**config.mk**
```make
export PLATFORM = sky130hd
export DESIGN_NAME = z80fi_insn_collector
export DESIGN_NICKNAME = d
export VERILOG_FILES = /design/src/rtl/z80fi_insn_collector.sv
export SDC_FILE = /design/constraint.sdc
export NUM_CORES = 1
export LEC_CHECK = 0
export BUFFER_PORTS_ARGS = -buffer_cell sky130_fd_sc_hd__buf_2
export CORE_AREA = 4 4 128 130
export DETAILED_ROUTE_END_ITERATION = 8
export DIE_AREA = 0 0 132 134
export PLACE_DENSITY_LB_ADDON = 0.1
export SYNTH_ARGS = -nofsm -noshare
export SYNTH_HDL_FRONTEND = slang
export SYNTH_SLANG_ARGS = --single-unit
```
**constraint.sdc**
```tcl
create_clock -name clk -period 1.79 [get_ports clk]
set_clock_uncertainty 0.15 [all_clocks]
set_input_delay 0.2685 -clock clk [delete_from_list [all_inputs] [get_ports clk]]
set_output_delay 0.2685 -clock clk [all_outputs]
set_load 0.005 [all_outputs]
```
**src/rtl/z80fi_insn_collector.sv**
```systemverilog
// Collects one instruction's fetch bytes, IP/HL at start and first memory write,
// then presents a single-cycle z80fi record on retire.
module z80fi_insn_collector #(
  parameter int MAX_LEN = 4,
  parameter int LEN_W   = 3
) (
  input  logic                 clk,
  input  logic                 reset_n,
  input  logic                 insn_start,
  input  logic                 fetch_valid,
  input  logic [7:0]           fetch_data,
  input  logic [15:0]          reg_ip,
  input  logic [15:0]          reg_hl,
  input  logic                 mem_wr_valid,
  input  logic [15:0]          mem_wr_addr,
  input  logic [7:0]           mem_wr_data,
  input  logic                 retire,
  output logic                 z80fi_valid,
  output logic [8*MAX_LEN-1:0] z80fi_insn,
  output logic [LEN_W-1:0]     z80fi_insn_len,
  output logic [15:0]          z80fi_reg_ip_in,
  output logic [15:0]          z80fi_reg_hl_in,
  output logic                 z80fi_mem_wr,
  output logic [15:0]          z80fi_bus_waddr,
  output logic [7:0]           z80fi_bus_wdata,
  output logic                 z80fi_err
);

  // state   | meaning
  // IDLE    | no instruction in flight; waiting for a start byte
  // COLLECT | accumulating bytes/write of the current instruction
  typedef enum logic {IDLE, COLLECT} state_t;

  localparam int INSN_W = 8 * MAX_LEN;

  state_t state, state_nxt;

  logic [INSN_W-1:0] acc_insn, cur_insn, nxt_insn;
  logic [LEN_W-1:0]  acc_len, cur_len, nxt_len;
  logic [15:0]       acc_ip, acc_hl, nxt_ip, nxt_hl;
  logic              acc_wr, cur_wr, nxt_wr;
  logic [15:0]       acc_waddr, cur_waddr, nxt_waddr;
  logic [7:0]        acc_wdata, cur_wdata, nxt_wdata;
  logic              start_fetch, begin_new, rec_load, err_set;

  always_comb begin
    start_fetch = fetch_valid & insn_start;
    cur_insn    = acc_insn;
    cur_len     = acc_len;
    cur_wr      = acc_wr;
    cur_waddr   = acc_waddr;
    cur_wdata   = acc_wdata;
    err_set     = 1'b0;

    // Fold this cycle's fetch/write into the in-flight instruction; a start byte never belongs to it.
    if (state == COLLECT) begin
      if (fetch_valid && !insn_start) begin
        if (acc_len < LEN_W'(MAX_LEN)) begin
          for (int i = 0; i < MAX_LEN; i++) begin
            if (acc_len == LEN_W'(i)) cur_insn[8*i +: 8] = fetch_data;
          end
          cur_len = acc_len + LEN_W'(1);
        end else begin
          err_set = 1'b1;
        end
      end
      if (mem_wr_valid) begin
        if (!acc_wr) begin
          cur_wr    = 1'b1;
          cur_waddr = mem_wr_addr;
          cur_wdata = mem_wr_data;
        end else begin
          err_set = 1'b1;
        end
      end
    end

    state_nxt = state;
    rec_load  = 1'b0;
    begin_new = 1'b0;
    case (state)
      IDLE: begin
        if (start_fetch) begin
          begin_new = 1'b1;
          state_nxt = COLLECT;
        end else if (fetch_valid) begin
          err_set = 1'b1;
        end
      end
      COLLECT: begin
        if (retire) begin
          rec_load = 1'b1;
          if (start_fetch) begin_new = 1'b1;
          else             state_nxt = IDLE;
        end else if (start_fetch) begin
          begin_new = 1'b1;
          err_set   = 1'b1;
        end
      end
      default: state_nxt = IDLE;
    endcase

    nxt_insn  = cur_insn;
    nxt_len   = cur_len;
    nxt_ip    = acc_ip;
    nxt_hl    = acc_hl;
    nxt_wr    = cur_wr;
    nxt_waddr = cur_waddr;
    nxt_wdata = cur_wdata;
    if (begin_new) begin
      nxt_insn  = INSN_W'(fetch_data);
      nxt_len   = LEN_W'(1);
      nxt_ip    = reg_ip;
      nxt_hl    = reg_hl;
      nxt_wr    = 1'b0;
      nxt_waddr = '0;
      nxt_wdata = '0;
    end
  end

  always_ff @(posedge clk or negedge reset_n) begin
    if (!reset_n) begin
      state           <= IDLE;
      acc_insn        <= '0;
      acc_len         <= '0;
      acc_ip          <= '0;
      acc_hl          <= '0;
      acc_wr          <= 1'b0;
      acc_waddr       <= '0;
      acc_wdata       <= '0;
      z80fi_valid     <= 1'b0;
      z80fi_insn      <= '0;
      z80fi_insn_len  <= '0;
      z80fi_reg_ip_in <= '0;
      z80fi_reg_hl_in <= '0;
      z80fi_mem_wr    <= 1'b0;
      z80fi_bus_waddr <= '0;
      z80fi_bus_wdata <= '0;
      z80fi_err       <= 1'b0;
    end else begin
      state       <= state_nxt;
      acc_insn    <= nxt_insn;
      acc_len     <= nxt_len;
      acc_ip      <= nxt_ip;
      acc_hl      <= nxt_hl;
      acc_wr      <= nxt_wr;
      acc_waddr   <= nxt_waddr;
      acc_wdata   <= nxt_wdata;
      z80fi_valid <= rec_load;
      z80fi_err   <= z80fi_err | err_set;
      if (rec_load) begin
        z80fi_insn      <= cur_insn;
        z80fi_insn_len  <= cur_len;
        z80fi_reg_ip_in <= acc_ip;
        z80fi_reg_hl_in <= acc_hl;
        z80fi_mem_wr    <= cur_wr;
        z80fi_bus_waddr <= cur_waddr;
        z80fi_bus_wdata <= cur_wdata;
      end
    end
  end

endmodule

```
==> results.py <==
metrics = {
    "detailed_routing": {
        "drt_iter0_drc": 363,
        "wl_per_cell_um": 15.7,
        "via_per_inst": 5.13,
        "routed-via-count": 5878,
        "wl_met3_um": 1010,
        "drc": 0,
        "wl_um": 18000,
        "firstDrtPassIters": 4,
        "antenna_left": 0,
        "wl_met2_um": 8860,
        "top_layer_used": "met4",
        "met1Wirelength_um": 7880,
    },
    "power": {
        "p_int_mw": 7.94,
        "p_comb_share_pct": 17.3,
        "power_switching_share_pct": 26.9,
        "vdd_drop_max_mv": 0.697,
        "power_density_nw_per_um2": 1130,
        "netSwitchingPower_mw": 2.92,
        "seq_power_share_pct": 47.9,
        "power_frac_clock_pct": 34.7,
        "leakage_nw": 5.01,
        "p_total_mw": 10.9,
    },
    "hold_path": {
        "worstHoldStart": "fetch_data[2]",
        "hold_path_class": "in -> reg",
        "hold_end": "acc_insn[2]",
        "whs_path_depth": 2,
    },
    "placement": {
        "placedCellCount": 1055,
        "numPortBuffers": 163,
        "placed_cell_area_um2": 8420,
        "place_hpwl_um": 12000,
        "place.gp.congestion": 0.768,
    },
    "cells_and_area": {
        "drive_gt1_share_pct": 24.3,
        "stdcell_count": 1145,
        "diodes": 0,
        "finalInstanceArea_um2": 9610,
        "areaGrowthSynthToFinish_pct": 31.1,
        "final_nets": 1019,
        "fillers": 1212,
        "final_common_cell": "nand2_1",
        "final_cell_mix": "222 x nand2_1, 186 x dfrtp_1, 162 x buf_2",
    },
    "clock_tree": {
        "insertion_delay_ns": 0.43,
        "cts_sinks": 187,
        "cts_tree": "done",
        "clockBufferDepth": 2,
        "path_clk_slew_ns": 0.06,
        "clockRootBuffer": "clkbuf_16",
        "cts_made_buffers": 17,
        "cts_max_level": 4,
    },
    "job": {
        "cap_violations": 0,
    },
    "worst_setup_path": {
        "crit_required_ns": 1.95,
        "cp-start-kind": "register",
        "path_max_fanout": 8,
        "end_kind": "register",
        "reg2reg_to": "acc_insn[4]",
        "slowest_delay_ns": 0.38,
        "path_cells": "inv_1 -> ha_1 -> and3b_1 -> o21ai_4 -> mux2_2",
        "critical_path_class": "reg -> reg",
        "rr_startpoint": "acc_len[0]",
        "rr_worst_depth": 5,
        "reg2reg_slack_ns": 0.06,
        "cp_slowest_cell": "mux2_2",
        "arrival_ns": 1.89,
    },
    "sta": {
        "hold_ws_ns": 0.0350,
        "fin_setup_tns_ns": 0,
        "fmax_mhz": 577,
        "rsz0062_at_grt": "yes",
        "period_share_pct": 96.9,
        "final-setup-viol-count": 0,
        "relSlewSlack_pct": 54.4,
        "tightest_slew_ns": 0.683,
        "final_hold_viol_count": 0,
        "slew_violations": 0,
        "min_period_ns": 1.73,
    },
    "logic_synthesis": {
        "synth_seq_area_share_pct": 63.8,
        "synth_edf_count": 0,
        "async_flop_share_pct": 100,
        "avgSynthCellArea_um2": 10.1,
        "ys.flop_type": "dfrtp_1",
        "synth-seq-cells": 187,
        "syn-instance-count": 726,
        "syn_nets": 800,
        "synth.distinct_cells": 27,
        "synthesis.area_um2": 7330,
        "yosys_warnings": 0,
    },
    "global_route": {
        "gr-usage-all-layers_pct": 21.0,
        "grt_pass1_vias": 5911,
        "overflow": 0,
        "grt_max_degree": 57,
        "grt_first_pass_wirelength_um": 29800,
        "grt_antenna_before_repair": 0,
    },
    "die": {
        "ios": 164,
        "core-area_um2": 15100,
        "rows": 45,
        "die_h_um": 134,
        "die_x_um": 132,
        "die_area_um2": 17700,
        "initial_core_util_pct": 48.4,
    },
    "outcome": {
        "status": "completed",
    },
}
[sequential cells by signal, indices dropped and copies added (netlist names)]
signal / cells
acc_len: 3
z80fi_reg_hl_in: 16
z80fi_insn_len: 3
acc_wr: 1
z80fi_mem_wr: 1
z80fi_bus_wdata: 8
z80fi_err: 1
acc_wdata: 8
acc_ip: 16
acc_insn: 32
state: 1
z80fi_bus_waddr: 16
z80fi_valid: 1
z80fi_insn: 32
z80fi_reg_ip_in: 16
acc_waddr: 16
acc_hl: 16
[worst max-delay path by stage]
stage / from / to / slack, ns / cells after the start
2_1_floorplan: acc_len[0] / acc_insn[0] / -0.0007 / 6
3_3_place_gp: acc_len[0] / acc_insn[2] / 0.11 / 5
3_5_place_dp: acc_len[0] / acc_insn[4] / 0.05 / 5
4_1_cts: acc_len[0] / acc_insn[4] / 0.05 / 5
5_1_grt: acc_len[0] / acc_insn[4] / -0.03 / 5
6_report: acc_len[0] / acc_insn[4] / 0.06 / 5
[logic make-up after synthesis]
group	synth area share, %
fa+ha+maj	0.683
xor+xnor	0.119
simple gates	17.2
mux	4.64
buf+inv	3.75
compound gates	9.78
flops	63.8
[worst max-delay path, delay by kind of cell, from the launching register on]
| family | cells | cell delay [ns] |
|---|---|---|
| adders and majority gates | 1 | 0.21 |
| DFF | 1 | 0.35 |
| and+or+nand+nor | 1 | 0.22 |
| buffers and inverters | 1 | 0.06 |
| muxes | 1 | 0.38 |
| AOI/OAI and AO/OA | 1 | 0.25 |
[repair_timing]
item,in CTS,in global routing
resized for setup,0,2
endpoints found under the setup margin,0,15
setup buffers,0,0
hold endpoints to repair,101,0
hold buffers,59,0
[synthesized netlist by cell type, types with 2 or more instances]
library cell	number	area, um^2
buf_4	4	30.0
inv_1	6	22.5
o21ai_0	59	295
o21ai_1	3	15.0
nand3b_1	2	15.0
mux2_2	8	90.1
a31oi_1	33	206
dfrtp_1	187	4680
mux2i_1	25	250
nand2_1	223	837
a21oi_1	35	175
nor2_1	60	225
buf_6	5	56.3
nand2b_1	2	12.5
ha_1	4	50.1
buf_2	19	95.1
nand3_1	24	120
clkbuf_1	18	67.6
[per-layer routing]
layer	vias to the layer above	global-route usage (%)
li1	2834	-
met4	0	7.12
met3	18	5.74
met5	-	0
met1	2870	27.6
met2	156	34.0
[power groups by stage]
stage	combinational, mW	clock, mW	sequential [mW]
2_1_floorplan	0.854	0	5.27
3_3_place_gp	1.76	0	5.26
3_5_place_dp	1.81	0	5.28
4_1_cts	1.91	3.86	5.21
5_1_grt	2.13	4.07	5.29
6_report	1.88	3.77	5.21
[stage by stage]
stage | utilization, % | setup slack (ns)
after floorplan | - | -0.000685
after global placement | 55.6 | 0.107
after detailed placement | 55.6 | 0.0485
after CTS | 63.4 | 0.0469
after global routing | 63.4 | -0.0260
final | 63.4 | 0.0558
[final cells by class]
type | instances | area [um^2] | area share, %
timing repair buffer | 246 | 1680 | 17.5
inverter | 7 | 26.3 | 0.273
tap | 188 | 235 | 2.45
multi-input combinational | 486 | 2390 | 24.8
clock buffer | 22 | 484 | 5.04
clock inverter | 9 | 111 | 1.16
sequential | 187 | 4680 | 48.7
(Power assumes the default switching activity.)
